--- config.mk ---
export PLATFORM = sky130hd
export DESIGN_NAME = mshr_fill_ctrl
export DESIGN_NICKNAME = d
export VERILOG_FILES = /design/src/rtl/mshr_fill_ctrl.sv
export SDC_FILE = /design/constraint.sdc
export NUM_CORES = 1
export LEC_CHECK = 0
export CORE_MARGIN = 2
export CORE_UTILIZATION = 25
export DETAILED_ROUTE_END_ITERATION = 6
export SLEW_MARGIN = 40
export SYNTH_ARGS = -nofsm -noshare
export SYNTH_HDL_FRONTEND = slang
export SYNTH_SLANG_ARGS = --single-unit
--- constraint.sdc ---
create_clock -name clk -period 19.2 [get_ports clk]
set_input_delay 3.84 -clock clk [delete_from_list [all_inputs] [get_ports clk]]
set_output_delay 3.84 -clock clk [all_outputs]
set_load 0.01 [all_outputs]
--- src/rtl/mshr_fill_ctrl.sv ---
// Four-entry miss-status holding registers: allocate on miss, issue line read to L2, capture fill, write back to cache.
// Latency: alloc -> l2_req next cycle; l2 response -> fill_valid next cycle.
// Backpressure: l2_req and fill hold their selected entry until ready; alloc is dropped when full or duplicate.
module mshr_fill_ctrl #(
    parameter int          ADDR_W = 32,
    parameter int          LINE_W = 128,
    parameter int          OFF_W  = 4,
    parameter logic [3:0]  ST_S   = 4'h1,
    parameter logic [3:0]  ST_M   = 4'h2
) (
    input  logic              clk,
    input  logic              rst_n,
    input  logic              alloc_valid,
    input  logic [ADDR_W-1:0] alloc_addr,
    input  logic [3:0]        alloc_way,
    input  logic [2:0]        alloc_op,
    input  logic [ADDR_W-1:0] lookup_addr,
    output logic              mshr_hit,
    output logic              mshr_full,
    output logic              l2_req_valid,
    input  logic              l2_req_ready,
    output logic [2:0]        l2_req_op,
    output logic [ADDR_W-1:0] l2_req_addr,
    output logic [1:0]        l2_req_id,
    input  logic              l2_resp_valid,
    input  logic [1:0]        l2_resp_id,
    input  logic [LINE_W-1:0] l2_resp_data,
    output logic              resp_err,
    output logic              fill_valid,
    input  logic              fill_ready,
    output logic [ADDR_W-1:0] fill_addr,
    output logic [3:0]        fill_way,
    output logic [LINE_W-1:0] fill_data,
    output logic [3:0]        fill_state
);

    typedef enum logic [1:0] {E_FREE, E_REQ, E_WAIT, E_FILL} ent_state_e;

    localparam int TAG_W = ADDR_W - OFF_W;
    localparam logic [ADDR_W-1:0] LINE_MASK = {{TAG_W{1'b1}}, {OFF_W{1'b0}}};
    localparam logic [2:0] OP_ST    = 3'd2;
    localparam logic [2:0] OP_RD    = 3'd3;
    localparam logic [2:0] OP_RWITM = 3'd7;

    ent_state_e        state_q [4];
    ent_state_e        state_d [4];
    logic [ADDR_W-1:0] addr_q  [4];
    logic [ADDR_W-1:0] addr_d  [4];
    logic [3:0]        way_q   [4];
    logic [3:0]        way_d   [4];
    logic [2:0]        op_q    [4];
    logic [2:0]        op_d    [4];
    logic [LINE_W-1:0] data_q  [4];
    logic [LINE_W-1:0] data_d  [4];

    logic       full_q, full_d;
    logic       resp_err_q, resp_err_d;
    logic       req_lock_q, req_lock_d;
    logic [1:0] req_lock_id_q, req_lock_id_d;
    logic       fill_lock_q, fill_lock_d;
    logic [1:0] fill_lock_id_q, fill_lock_id_d;

    logic       alloc_match, free_found, alloc_ok;
    logic [1:0] free_idx;
    logic       req_any, fill_any;
    logic [1:0] req_low, fill_low, req_sel, fill_sel;
    logic       lookup_hit;

    // Lowest-index searches and line matches, all from registered state.
    always_comb begin
        alloc_match = 1'b0;
        lookup_hit  = 1'b0;
        free_found  = 1'b0;
        free_idx    = 2'd0;
        req_any     = 1'b0;
        req_low     = 2'd0;
        fill_any    = 1'b0;
        fill_low    = 2'd0;
        for (int i = 3; i >= 0; i--) begin
            if (state_q[i] != E_FREE) begin
                if (addr_q[i][ADDR_W-1:OFF_W] == alloc_addr[ADDR_W-1:OFF_W])  alloc_match = 1'b1;
                if (addr_q[i][ADDR_W-1:OFF_W] == lookup_addr[ADDR_W-1:OFF_W]) lookup_hit  = 1'b1;
            end
            if (state_q[i] == E_FREE) begin
                free_found = 1'b1;
                free_idx   = 2'(i);
            end
            if (state_q[i] == E_REQ) begin
                req_any = 1'b1;
                req_low = 2'(i);
            end
            if (state_q[i] == E_FILL) begin
                fill_any = 1'b1;
                fill_low = 2'(i);
            end
        end
    end

    assign alloc_ok = alloc_valid && !full_q && !alloc_match && free_found;

    // A stalled handshake stays pinned to its entry even if a lower index becomes eligible.
    assign req_sel      = req_lock_q  ? req_lock_id_q  : req_low;
    assign fill_sel     = fill_lock_q ? fill_lock_id_q : fill_low;
    assign l2_req_valid = req_lock_q  || req_any;
    assign fill_valid   = fill_lock_q || fill_any;

    assign l2_req_op   = (op_q[req_sel] == OP_ST) ? OP_RWITM : OP_RD;
    assign l2_req_addr = addr_q[req_sel] & LINE_MASK;
    assign l2_req_id   = req_sel;

    assign fill_addr  = addr_q[fill_sel] & LINE_MASK;
    assign fill_way   = way_q[fill_sel];
    assign fill_data  = data_q[fill_sel];
    assign fill_state = (op_q[fill_sel] == OP_ST) ? ST_M : ST_S;

    assign mshr_hit  = lookup_hit;
    assign mshr_full = full_q;
    assign resp_err  = resp_err_q;

    always_comb begin
        full_d = 1'b1;
        for (int i = 0; i < 4; i++) begin
            state_d[i] = state_q[i];
            addr_d[i]  = addr_q[i];
            way_d[i]   = way_q[i];
            op_d[i]    = op_q[i];
            data_d[i]  = data_q[i];
            if (alloc_ok && free_idx == 2'(i)) begin
                state_d[i] = E_REQ;
                addr_d[i]  = alloc_addr;
                way_d[i]   = alloc_way;
                op_d[i]    = alloc_op;
            end
            if (l2_req_valid && l2_req_ready && req_sel == 2'(i)) state_d[i] = E_WAIT;
            if (l2_resp_valid && l2_resp_id == 2'(i) && state_q[i] == E_WAIT) begin
                state_d[i] = E_FILL;
                data_d[i]  = l2_resp_data;
            end
            if (fill_valid && fill_ready && fill_sel == 2'(i)) state_d[i] = E_FREE;
            if (state_d[i] == E_FREE) full_d = 1'b0;
        end
        resp_err_d     = l2_resp_valid && (state_q[l2_resp_id] != E_WAIT);
        req_lock_d     = l2_req_valid && !l2_req_ready;
        req_lock_id_d  = req_sel;
        fill_lock_d    = fill_valid && !fill_ready;
        fill_lock_id_d = fill_sel;
    end

    always_ff @(posedge clk or negedge rst_n) begin
        if (!rst_n) begin
            for (int i = 0; i < 4; i++) state_q[i] <= E_FREE;
            full_q         <= 1'b0;
            resp_err_q     <= 1'b0;
            req_lock_q     <= 1'b0;
            req_lock_id_q  <= 2'd0;
            fill_lock_q    <= 1'b0;
            fill_lock_id_q <= 2'd0;
        end else begin
            for (int i = 0; i < 4; i++) state_q[i] <= state_d[i];
            full_q         <= full_d;
            resp_err_q     <= resp_err_d;
            req_lock_q     <= req_lock_d;
            req_lock_id_q  <= req_lock_id_d;
            fill_lock_q    <= fill_lock_d;
            fill_lock_id_q <= fill_lock_id_d;
        end
    end

    // Payload registers are qualified by state, so they carry no reset.
    always_ff @(posedge clk) begin
        for (int i = 0; i < 4; i++) begin
            addr_q[i] <= addr_d[i];
            way_q[i]  <= way_d[i];
            op_q[i]   <= op_d[i];
            data_q[i] <= data_d[i];
        end
    end

endmodule

==> metrics.yaml, run 1 <==
outcome:
  outcome: "completed"
floorplanning:
  die_h_um: 338.5
  io-pin-count: 417
  dieArea_mm2: 0.1146
  start_util_pct: 25.24
  die_w_um: 338.5
  row_count: 122
  core_mm2: 0.1108
detailed_routing:
  drt-wirelength-per-cell_um: 23.69
  postRouteAntennaNets: 0
  viasPerCell: 4.494
  vias: 14980
  dr.pass1.iters: 5
  drt_iter0_drc: 1088
  routed_wl_mm: 78.99
  drc: 0
critical_path:
  reg2reg_from: "state_q[5]"
  worst_setup_path_end_kind: "output pin"
  timing.rr.end: "data_q[1][105]"
  start_kind: "input pin"
  rrSetupSlack_ps: 15740
  path_cells: "clkdlybuf4s50_1, xor2_1, nor4_1, nand4_1, or4_1, nand4_1, clkdlybuf4s50_1"
  critical_path_class: "in2out"
  crit_arrival_ps: 6730
  cpPeakStageDelay_ps: 680
  reg2reg_depth: 5
  worstPathRequired_ps: 15360
  path_max_fanout: 4
  cpMaxStageDelayCell: "clkdlybuf4s50_1"
yosys:
  synthFlopType: "edfxtp_1"
  synth_edf_count: 652
  post-synth-top-count-cell: "edfxtp_1"
  synth-seq-cells: 668
  ys_warn_count: 0
  synthDistinctLibCells: 53
  syn_inst: 1370
  yosysTopAreaCell: "edfxtp_1"
  avgSynthCellArea_um2: 20.42
  syn_area_mm2: 0.02797
  synth_common_cells: "652 x edfxtp_1, 189 x mux4_2, 165 x xnor2_1"
  synth_top_area_share_pct: 70.00
  async_flop_share_pct: 2.395
  yosysSeqAreaShare_pct: 71.43
  synth_area_leaders: "edfxtp_1 70%, mux4_2 15%, xnor2_1 5.2%"
cells_and_area:
  design_area_mm2: 0.03587
  nets: 1992
  fillers: 10690
  areaGrowthSynthToFinish_pct: 28.25
  drive_above_1_share_pct: 18.35
clock_network:
  tritoncts: "done"
  ctsResizeCount: 0
  root_buffer: "clkbuf_16"
  hold_buffers: 0
  cts.path.max_buffers: 3
  clkLatencyLatePin_ps: 640
  clk_pin_slew_ps: 60
  cts_made_buffers: 74
  cts.sinks: 668
  cts.htree.levels: 3
  post_cts_buffers: 0
timing:
  finClkSkew_ps: 27.90
  hold_violations: 0
  setup_viol: 0
  drv_slew: 0
  setup_slack_ps: 8627
  rsz0062_at_grt: "no"
  tightest_slew_ps: 784.5
  holdWs_ps: 613.0
  relSlewSlack_pct: 47.22
  tns_ps: 0
  fin_crit_ps: 10570
  fin_crit_sh_pct: 55.07
  fmax_mhz: 94.58
global_route:
  grt_pass1_wl_mm: 113.6
  first_global_vias: 15730
  grt_overflow: 0
  antenna_found_initial: 18
  grt_usage_pct: 13.57
  grt_max_degree: 64
place:
  place_area_mm2: 0.03353
  hpwl_mm: 54.38
  gp_congestion: 0.9238
  dp_worst_setup_slack_ps: 8620
  numPortBuffers: 396
hold_path:
  hold_class: "reg2reg"
  whs_path_depth: 2
  hold_end: "state_q[3]"
  hp-start: "state_q[3]"
pwr:
  power_density_mw_per_mm2: 161.0
  peakVddDrop_v: 0.00009231
  leakage_nw: 10.99
flow_run:
  maxCapViolations: 0
-- where the power goes --
group	leakage, nW	switching [mW]	internal [mW]
combinational	3.74	1.24	1.30
sequential	6.10	0.101	1.76
clock	1.14	0.574	0.795
total	11.0	1.91	3.86
-- metrics by stage --
stage          utilization [%]  power [mW]  std cells
3_3_place_gp             30.23       4.472       3197
2_1_floorplan                -       3.283       1380
4_1_cts                  32.35       5.883       3330
3_5_place_dp             30.25       4.481       3197
5_1_grt                  32.36       6.040       3331
6_report                 32.37       5.776       3334
-- worst max path at each step --
stage                                from         end  slack [ps]  depth (start not counted)
final                     lookup_addr[22]    mshr_hit        8630                          7
after global placement    lookup_addr[31]    mshr_hit        8600                          7
after global routing      lookup_addr[31]    mshr_hit        8450                          7
after floorplan             l2_resp_id[0]  state_q[2]        5340                          4
after detailed placement  lookup_addr[31]    mshr_hit        8620                          7
after CTS                 lookup_addr[31]    mshr_hit        8620                          7
-- metal layers --
layer | GRT usage [%] | vias to the layer above | part of all wire [%]
met4 | 4.667 | 24 | 3.1
met5 | 0 | - | 0.20
met2 | 22.59 | 623 | 49
met3 | 4.671 | 159 | 8.9
li1 | - | 6401 | -
met1 | 16.34 | 7777 | 39
-- cells by family after synthesis --
group           after synthesis  share of synthesized area [%]
buf+inv                     101                          2.219
other cells                   2                        0.02685
xor+xnor                    221                          6.920
flops                       668                          71.43
simple gates                147                          3.028
compound gates               41                          1.123
mux                         190                          15.25
-- registers in the layout (all words and copies together) (netlist names), 2 cells and up --
| name | flops |
|---|---|
| data_q | 512 |
| addr_q | 112 |
| state_q | 8 |
| op_q | 12 |
| req_lock_id_q | 2 |
| fill_lock_id_q | 2 |
| way_q | 16 |
-- cells in the final DEF (no fill, tap or decap), types with 5 or more instances in the layout --
master and count:
dfrtp_1 16, nand2b_1 6, xor2_1 56, clkbuf_16 76, inv_1 6, conb_1 12, o21ai_0 5, clkinv_2 10
clkbuf_1 14, nor4_1 25, nand2_1 16, bufinv_16 5, nand4_1 41, nor2_1 10, mux4_2 189, nor3_1 6
buf_4 18, a21oi_1 9, nand3_1 10, nor2b_1 8, edfxtp_1 652, clkinv_1 18, clkdlybuf4s50_1 395, buf_6 7
xnor2_1 165
-- worst max-delay path: cells and delay by family --
family        cells  cell delay (ps)
buf+inv           2             1250
simple gates      4             1480
xor+xnor          1              160
-- final cells by class --
cell class	instances	area, um2	area share (%)
diodes	4	10.01	0.02790
clock buffers	90	1954	5.448
clock inverters	43	372.9	1.039
inverters	9	46.29	0.1291
multi-input cells	611	7475	20.84
flip-flops and latches	668	19980	55.70
well taps	1488	1862	5.190
repair buffers	421	4173	11.63
Power figures use the tool's default switching activity.
==> run 2, diff against run 1 <==
==> constraint.sdc (replaced) <==
create_clock -name clk -period 10.4 [get_ports clk]
set_input_delay 2.08 -clock clk [delete_from_list [all_inputs] [get_ports clk]]
set_output_delay 2.08 -clock clk [all_outputs]
set_load 0.01 [all_outputs]
==> run 2 against run 1 <==
Largest power group unchanged. Combinational power up 85%. Register-to-register slack worse by 8600 ps. Utilization rose by 0.19 points. Sequential share of layout area decreased by 0.32 points. Via count is 0.17% lower. Clock-buffer cell count is 1 higher. Die area stayed put. Highest routed layer unchanged. Global-route usage about the same. Critical path depth stayed put.
==> metrics.yaml, run 2 (synthesis results as in run 1) <==
outcome:
  outcome: "completed"
place:
  hpwl_mm: 54.16
  numPortBuffers: 396
  gp_congestion: 0.9399
  dp_worst_setup_slack_ps: 3606
cells_and_area:
  largest_register_ffs: 512
  areaGrowthSynthToFinish_pct: 28.99
  nets: 1993
  regMostFlops: "data_q"
  mostFrequentLayoutCells: "652 x edfxtp_1, 395 x clkdlybuf4s50_1, 189 x mux4_2, 165 x xnor2_1, 75 x clkbuf_16"
  top_regs: "data_q (512), addr_q (112), way_q (16)"
  drive_above_1_share_pct: 18.56
  layout_commonest_cell: "edfxtp_1"
timing:
  drv_slew: 0
  tns_ps: 0
  setup_slack_ps: 3552
  rsz0062_at_grt: "no"
  hold_violations: 0
  relSlewSlack_pct: 41.44
  setup_viol: 0
  fin_crit_ps: 6848
  fin_crit_sh_pct: 65.85
  finClkSkew_ps: 24.86
  tightest_slew_ps: 878.4
  fmax_mhz: 146.0
clock_network:
  cts_made_buffers: 75
  clk_pin_slew_ps: 60
  ctsResizeCount: 0
  post_cts_buffers: 0
  cts.path.max_buffers: 3
  hold_buffers: 0
  cts.sinks: 668
  cts.htree.levels: 3
  clkLatencyLatePin_ps: 630
  root_buffer: "clkbuf_16"
  tritoncts: "done"
floorplanning:
  die_h_um: 338.5
  dieArea_mm2: 0.1146
  die_w_um: 338.5
  io-pin-count: 417
  core_mm2: 0.1108
  start_util_pct: 25.24
  row_count: 122
global_route:
  grt_overflow: 0
  grt_util_met2_pct: 22.65
  grt_usage_pct: 13.56
  grt_util_met1_pct: 16.63
  first_global_vias: 15810
  busiest_layer: "met2"
  grt_pass1_wl_mm: 113.9
  grt_max_degree: 118
  grt_use_met3_pct: 4.677
  antenna_found_initial: 11
pwr:
  p_total_mw: 10.70
  peakVddDrop_v: 0.0002429
  leakage_nw: 11.05
  power_density_mw_per_mm2: 296.5
detailed_routing:
  vias: 14960
  drt-wirelength-per-cell_um: 23.59
  drt_iter0_drc: 1171
  dr.pass1.iters: 5
  drc: 0
  postRouteAntennaNets: 0
  routed_wl_mm: 78.61
  viasPerCell: 4.488
critical_path:
  start_kind: "input pin"
  critical_path_class: "in2out"
  path_max_fanout: 4
  worstPathRequired_ps: 8320
  crit_arrival_ps: 4770
  worst_setup_path_end_kind: "output pin"
hold_path:
  hold_class: "reg2reg"
flow_run:
  maxCapViolations: 0
[run 2: cell types whose count changed in the layout (fill, tap and decap cells not counted), moves of 2 or more]
cell / change
buf_6: -6
clkbuf_1: +2
buf_4: -8
clkinv_1: -4
buf_12: +5
diode_2: -2
buf_8: +3
buf_16: +6
[run 2: layer usage]
| metal | part of all wire (%) | wire, um | up-vias |
|---|---|---|---|
| li1 | - | - | 6396 |
| met1 | 39 | 30910 | 7836 |
| met2 | 50 | 38980 | 592 |
| met3 | 8.6 | 6761 | 118 |
| met4 | 2.3 | 1842 | 16 |
| met5 | 0.14 | 112 | - |
[run 2: worst paths after layout]
check / start / endpoint / slack, ps / cells after the start
worst max-delay path: lookup_addr[22] / mshr_hit / 3550 / 7
worst min-delay path: state_q[3] / state_q[3] / 620 / 2
worst max register to register: state_q[2] / addr_q[1][4] / 7160 / 7
worst min register to register: state_q[3] / state_q[3] / 620 / 2
max in group asynchronous: rst_n / state_q[5] / 8740 / 1
min in group asynchronous: rst_n / req_lock_id_q[0] / 1380 / 1
[run 2: area by class of cell]
type | count | area [um2]
inverter | 9 | 46.29
clock inverter | 43 | 417.9
multi-input combinational | 611 | 7476
tap | 1488 | 1862
antenna | 2 | 5.005
sequential | 668 | 19980
fill | 10590 | 74740
clock buffer | 91 | 1937
timing repair buffer | 421 | 4355
[run 2: worst max-delay path: stages]
cell and delay [ps]:
clkdlybuf4s50_1 600, xor2_1 230, nor4_1 500, nand4_1 190
or4_1 420, nand4_1 170, clkdlybuf4s50_1 570
[run 2: metrics by stage]
step                util (%)  hold WS [ps]  std cells  cell area [um2]
finish                 32.56         620.2       3333            36080
global route           32.55         647.5       3331            36070
CTS                    32.43         618.6       3326            35940
detailed placement     30.31         597.3       3192            33590
global placement       30.23         608.4       3188            33500
floorplan                  -         543.7       1380            28010
[run 2: report_power, final]
| part | switching [mW] | internal, mW | total, mW |
|---|---|---|---|
| Clock | 1.06 | 1.48 | 2.55 |
| Combinational | 2.28 | 2.43 | 4.71 |
| Sequential | 0.185 | 3.26 | 3.44 |
==> run 3, diff against run 2 <==
==> constraint.sdc (replaced) <==
create_clock -name clk -period 5.9 [get_ports clk]
set_input_delay 1.18 -clock clk [delete_from_list [all_inputs] [get_ports clk]]
set_output_delay 1.18 -clock clk [all_outputs]
set_load 0.01 [all_outputs]
==> run 3 against run 2 <==
Via count is 0.33% higher. Largest power group unchanged. Cell count up 0.33%. Register-to-register slack worse by 4600 ps. Worst setup slack lost 2800 ps. Die area is the same. Sequential share of layout area is essentially flat. Largest cell class unchanged. Total power up 77%. Combinational power grew 79%.
==> metrics.yaml, run 3 (synthesis results as in run 1) <==
cells_and_area:
  top_regs: "data_q (512), addr_q (112), way_q (16)"
  areaGrowthSynthToFinish_pct: 29.00
  nets: 2004
  drive_above_1_share_pct: 18.93
  largest_register_ffs: 512
  fillers: 10660
  fin_cells: 3344
  layout_commonest_cell: "edfxtp_1"
  regMostFlops: "data_q"
  mostFrequentLayoutCells: "652 x edfxtp_1, 395 x clkdlybuf4s50_1, 189 x mux4_2, 165 x xnor2_1, 78 x clkbuf_16"
timing:
  hold_violations: 0
  tightest_slew_ps: 877.4
  fin_crit_sh_pct: 86.58
  fin_crit_ps: 5108
  fmax_mhz: 195.8
  drv_slew: 0
  tns_ps: 0
  rsz0062_at_grt: "no"
  setup_viol: 0
  finClkSkew_ps: 18.35
  relSlewSlack_pct: 41.50
global_route:
  grt_max_degree: 101
  grt_pass1_wl_mm: 115.6
  first_global_vias: 15980
  grt_usage_pct: 13.83
  grt_overflow: 0
  antenna_found_initial: 16
critical_path:
  cpPeakStageDelay_ps: 700
  path_cells: "clkdlybuf4s50_1, xor2_1, nor4_1, nand3_1, or4_1, nand4_1, clkdlybuf4s50_1"
  start_kind: "input pin"
  path_max_fanout: 4
  crit_arrival_ps: 3930
  worstPathRequired_ps: 4720
  worst_setup_path_end_kind: "output pin"
  critical_path_class: "in2out"
  reg2reg_depth: 7
  crit_top_cell: "clkdlybuf4s50_1"
  cpMaxStageDelayCell: "clkdlybuf4s50_1"
pwr:
  p_total_mw: 18.98
  power_density_mw_per_mm2: 526.1
  peakVddDrop_v: 0.0004816
  leakage_nw: 11.09
detailed_routing:
  drc: 0
  postRouteAntennaNets: 0
  drt-wirelength-per-cell_um: 24.04
  dr.pass1.iters: 5
  viasPerCell: 4.488
  routed_wl_mm: 80.40
  vias: 15010
  drt_iter0_drc: 1233
floorplanning:
  die_w_um: 338.5
  core_mm2: 0.1108
  start_util_pct: 25.24
  die_h_um: 338.5
  dieArea_mm2: 0.1146
  row_count: 122
  io-pin-count: 417
clock_network:
  cts.path.max_buffers: 3
  tritoncts: "done"
  cts.htree.levels: 3
  ctsResizeCount: 0
  post_cts_buffers: 0
  root_buffer: "clkbuf_16"
  clk_pin_slew_ps: 60
  clkLatencyLatePin_ps: 630
  hold_buffers: 0
  cts.sinks: 668
  cts_made_buffers: 77
hold_path:
  hold_class: "in2async"
flow_run:
  maxCapViolations: 0
outcome:
  outcome: "completed"
place:
  gp_congestion: 0.8749
  numPlacedInstances: 3206
  hpwl_mm: 56.36
  numPortBuffers: 396
-- run 3: changes by cell type in the layout (fill, tap and decap cells not counted), sizes merged --
| cell | delta |
|---|---|
| buf | +9 |
| bufinv | -3 |
| clkbuf | +4 |
| clkinv | -1 |
| inv | +2 |
-- run 3: per-layer routing --
metal | vias to the layer above | wire length (um) | global-route usage, % | share of wire (%)
li1 | 6437 | - | - | -
met1 | 7805 | 30790 | 16.53 | 38
met2 | 605 | 39440 | 22.87 | 49
met3 | 136 | 7909 | 5.378 | 9.8
met4 | 24 | 2096 | 4.426 | 2.6
met5 | - | 164 | 0 | 0.20
-- run 3: final timing paths --
check                                start      endpoint  slack (ps)
max                        lookup_addr[31]      mshr_hit         790
min                                  rst_n    state_q[7]         470
max reg2reg                     state_q[7]  addr_q[2][7]        2530
min reg2reg                     state_q[3]    state_q[3]         640
max in group asynchronous            rst_n      resp_err        5140
min in group clk                state_q[3]    state_q[3]         640
-- run 3: metrics by stage --
step           util (%)  hold slack (ps)  setup slack [ps]  instance area, um2
2_1_floorplan         -            543.7             461.2               28030
3_3_place_gp      30.39            623.8             869.1               33670
3_5_place_dp      30.45            626.2             814.7               33740
4_1_cts           32.56            639.8             802.7               36080
5_1_grt           32.55            458.4             695.7               36080
6_report          32.56            472.9             792.0               36080
-- run 3: area by class of cell --
cell class | count | area, um2 | area share [%]
timing repair buffer | 430 | 4367 | 12.10
sequential | 668 | 19980 | 55.37
multi-input combinational | 611 | 7487 | 20.75
inverter | 9 | 41.29 | 0.1144
clock inverter | 41 | 325.3 | 0.9016
clock buffer | 95 | 2016 | 5.586
tap | 1488 | 1862 | 5.160
antenna | 2 | 5.005 | 0.01387
-- run 3: where the power goes --
group / switching, mW / internal [mW] / total [mW]
clock network: 1.89 / 2.57 / 4.46
registers: 0.336 / 5.74 / 6.07
logic: 4.09 / 4.36 / 8.45
-- run 3: worst max-delay path, delay by kind of cell --
family / cells / cell delay (ps)
buf+inv: 2 / 1270
xor+xnor: 1 / 170
simple gates: 4 / 1310
==> RTL change 1 (settings of run 3) <==
The parameter `OFF_W` goes from 4 to 6.
--- a/src/rtl/mshr_fill_ctrl.sv
+++ b/src/rtl/mshr_fill_ctrl.sv
@@ -5,5 +5,5 @@
     parameter int          ADDR_W = 32,
     parameter int          LINE_W = 128,
-    parameter int          OFF_W  = 4,
+    parameter int          OFF_W  = 6,
     parameter logic [3:0]  ST_S   = 4'h1,
     parameter logic [3:0]  ST_M   = 4'h2
Check against the original RTL: not equivalent (Yosys sat finds a counterexample within 4 cycles, from zero or initial values and one cycle with rst_n low).
==> RTL change 1 against run 3 <==
Critical path depth rose by 2. Routed wire length rose by 1.2%. Sequential cell count fell by 8. Power rose by 7.4%. Synthesized cell count rose by 46%. Synthesized area rose by 1.0%. Count of clock-buffer cells in the layout fell by 2. Worst setup slack improved by 0.0063 ns. Cell area rose by 0.78%. Critical path type is now register to output port. Largest power group unchanged.
==> RTL change 1: results (changes against run 3) <==
Cells and area
  – Fraction of layout cells with a size suffix above 1: 0.0767 (-0.113)
  – Buffering overhead: 0.119 (-0.00193)
  – Logic inverters: 6 (-3)
  – Buffers excl. clock: 420 (-2.3%)
  – Clkbuf count: 93 (-2.1%)
  – Layout fillers: 11036 (+3.5%)
  – Multi-input combinational cell count: 1218 (+99%)
  – Area occupied by multi-input gates: 7980 sq um (+6.5%)

Detailed routing
  – Met3 wire length: 7.82 mm (-1.1%)
  – Met2 wire length: 39.0 mm (-1.1%)
  – Met1 Wirelength: 32.2 mm (+4.7%)

Status
  – Status: finished, final reports clean

Power and ir drop
  – Lkg Pwr: 11.7 nW (+5.3%)
  – Int Pwr: 12.7 mW (+0.33%)

Clock tree
  – Num CTS Buffers: 75 (-2.6%)

Logic synthesis
  – Post-synthesis sequential area ratio: 0.699 (-0.0156)
  – Synth top area cells: edfxtp_1 (68%), xor2_1 (4.4%), nand2_1 (4.4%)

GRT
  – M1 GR Usage: 0.165 (about the same)
  – Largest net degree at the start of global routing: 169 (+67%)

Placed design
  – Port Buffers: 388 (-2.0%)

STA
  – Slew @ Worst Pin: 0.887 ns (+0.00915 ns)
  – F_max: 196 MHz (+0.12%)
  – Clock Skew: 0.0261 ns (+0.00772 ns)

Critical path
  – Critical Path Start: state_q[7]
  – Worst Setup EP: fill_data[37]
  – R2r setup slk: 2.65 ns (+0.12 ns)
  – Worst-path maximum fanout: 98 (+94)
  – Worst EP arrival: 3.92 ns (about the same)
[RTL change 1: cell count changes in the layout (fill, tap and decap cells not counted), moves of 21 or more]
cell	delta
a211oi_1	+158
a31oi_1	+155
and2_0	+37
and2_1	+122
mux4_2	-162
nand2_1	+315
nand4_1	-21
xnor2_1	-99
xor2_1	+86
[RTL change 1: stage by stage]
stage / power (mW) / instances / hold slack [ns]
after CTS: 20.7 / 3936 / 0.642
after floorplan: 10.9 / 2016 / 0.554
after detailed placement: 16.1 / 3803 / 0.633
final: 20.4 / 3947 / 0.450
after global routing: 21.6 / 3940 / 0.436
after global placement: 16.0 / 3802 / 0.615
[RTL change 1: power by group through the flow]
stage / combinational (mW) / clock, mW / sequential, mW
5_1_grt: 10.8 / 4.84 / 5.89
6_report: 10.0 / 4.54 / 5.85
3_5_place_dp: 10.1 / 0 / 5.95
2_1_floorplan: 5.02 / 0 / 5.87
3_3_place_gp: 10.1 / 0 / 5.94
4_1_cts: 10.2 / 4.67 / 5.85
[RTL change 1: how the worst min path moves through the flow]
stage	startpoint	endpoint	cells after the start
2_1_floorplan	state_q[5]	state_q[5]	1
3_3_place_gp	state_q[1]	state_q[1]	2
3_5_place_dp	state_q[1]	state_q[1]	2
4_1_cts	state_q[1]	state_q[1]	2
5_1_grt	rst_n	req_lock_id_q[0]	1
6_report	rst_n	req_lock_id_q[1]	1
[RTL change 1: kinds of logic (layout without fill, tap and decap cells)]
kind of cell    after synthesis  after routing  share of synthesized area
compound gates              350            350                     0.0857
flops                       660            660                      0.699
simple gates                617            617                      0.107
mux                          27             27                     0.0215
xor+xnor                    208            208                     0.0645
buf+inv                     138            559                     0.0228
other cells                   2             26                   0.000266
==> RTL change 2 (config.mk and constraints of run 3) <==
Made on the original files. Put one more register stage on the output `resp_err`, without a reset. The value now appears one clock later. The other outputs are not delayed to match.
--- a/src/rtl/mshr_fill_ctrl.sv
+++ b/src/rtl/mshr_fill_ctrl.sv
@@ -116,5 +116,7 @@
     assign mshr_hit  = lookup_hit;
     assign mshr_full = full_q;
-    assign resp_err  = resp_err_q;
+    always_ff @(posedge clk) begin
+        resp_err <= resp_err_q;
+    end
 
     always_comb begin
Check against the original RTL: not equivalent (Yosys sat finds a counterexample within 4 cycles, from zero or initial values and one cycle with rst_n low).
==> RTL change 2 against run 3 <==
Final cell count increased by 0.51%. Power increased by 1.3%. Worst setup slack got worse by 0.077 ns. Cell area increased by 0.85%. Routed wire length increased by 0.31%. Synthesized area about the same. Die area about the same. Register-to-register slack got worse by 0.08 ns. Sequential cell count increased by 1.
==> RTL change 2: results (changes against run 3) <==
Status
  – Status: finished, final reports clean

Logic synthesis
  – Post-synthesis sequential area ratio: 0.714 (about the same)
  – Count of cell types in the netlist: 54 (+1.9%)
  – Async set-or-reset flop fraction in the synthesized netlist: 0.0239 (-0.0000358)
  – Ys Warns: 0 (unchanged)
  – Synth top area cells: edfxtp_1 (70%), mux4_2 (15%), xnor2_1 (5.2%)
  – Commonest cells post-synth: edfxtp_1 (652), mux4_2 (189), xnor2_1 (165)
  – Post-synth EDFFs: 652 (unchanged)

Hold path
  – Hold crit path type: register to register
  – Hold depth: 0

Detailed routing
  – Pre-Repair DR Iteration Count: 5 (unchanged)
  – Wirelength per Cell: 24.0 um (-0.20%)
  – Via/cell ratio: 4.45 (-0.86%)
  – Iteration-0 DRC Markers: 1258 (+2.0%)

Critical path
  – Critical R2R Launch: state_q[6]
  – Crit-path max cell delay: 0.67 ns (-0.03 ns)
  – Critical Path Start: lookup_addr[31]
  – Worst EP arrival: 4.00 ns (+0.07 ns)
  – FF-to-FF path depth: 6 (-1)

STA
  – Clock Skew: 0.0492 ns (+0.0309 ns)
  – Slew margin rel.: 0.397 (-0.0184)

GRT
  – Vias in the first global route: 16089 (+0.68%)
  – GRT Util Overall: 0.138 (about the same)
  – Initial antenna violation count: 13 (-3)
  – Largest net degree at the start of global routing: 101 (unchanged)
  – First-pass GRT wire length: 116 mm (about the same)

Power and ir drop
  – Lkg Pwr: 11.2 nW (+1.3%)
  – Maximum VDD drop: 0.449 mV (-6.7%)

Cells and area
  – Post-layout nets: 2016 (+0.60%)
  – Fraction of layout cells with a size suffix above 1: 0.201 (+0.0116)
  – Largest regs: data_q x512, addr_q x112, way_q x16

Clock tree
  – H-tree depth: 3 (unchanged)
  – CTS clk-pin slew, worst paths: ~0.050 ns
  – Clock tree buffer depth: 3 (unchanged)
  – Resize count post-CTS: 0 (unchanged)
  – Num CTS Buffers: 77 (unchanged)
  – Root buffer cell: clkbuf_16
  – Skew-Pair Late Insertion Delay: 0.66 ns (+0.03 ns)

Placed design
  – Dpl hpwl: 56.8 mm (+0.82%)
  – Area of placed instances: 33800 sq um (+0.25%)
  – Placer Congestion: 0.888 (+1.4%)
## RTL change 2: cell count changes in the layout (fill, tap and decap cells not counted), sizes merged
cell and change:
buf +11, clkbuf -7, clkinv +7, bufinv +5, clkinvlp +5, inv -5
dfxtp +1
## RTL change 2: logic make-up after synthesis
kind of cell,Yosys count,synth area share
AO/OA/AOI/OAI,41,0.0112
other,2,0.000268
AND/OR/NAND/NOR,147,0.0303
flip-flops,669,0.714
XOR/XNOR,221,0.0692
multiplexers,190,0.152
buffers and inverters,101,0.0222
## RTL change 2: report_power, final
part / switching, mW / internal [mW]
clock network: 1.98 / 2.79
registers: 0.327 / 5.75
logic: 4.07 / 4.31
## RTL change 2: layer usage
metal  global-route usage  vias up  wire [um]
met5                    0        -        126
met1                0.165     7731      31100
li1                     -     6451          -
met4               0.0401       20       2010
met3               0.0534      133       7720
met2                0.232      619      39700
## RTL change 2: path summary, 6_finish.rpt
check	end	slack, ns
max	mshr_hit	0.72
min	resp_err	0.35
max reg2reg	addr_q[2][4]	2.45
min reg2reg	resp_err	0.35
max in group asynchronous	req_lock_id_q[0]	5.10
min in group asynchronous	state_q[5]	0.48
## RTL change 2: area by class of cell
class / instances / area (sq um)
Multi-Input combinational cell: 611 / 7490
Clock buffer: 88 / 1980
Sequential cell: 669 / 20000
Clock inverter: 53 / 587
Fill cell: 10569 / 74400
Inverter: 9 / 46.3
Tap cell: 1488 / 1860
Timing Repair Buffer: 441 / 4430
Antenna cell: 2 / 5.00
## RTL change 2: metrics by stage
stage	setup WS [ns]	cells
final	0.715	3361
after global routing	0.682	3359
after CTS	0.772	3359
after detailed placement	0.777	3218
after global placement	0.757	3212
after floorplan	0.461	1381
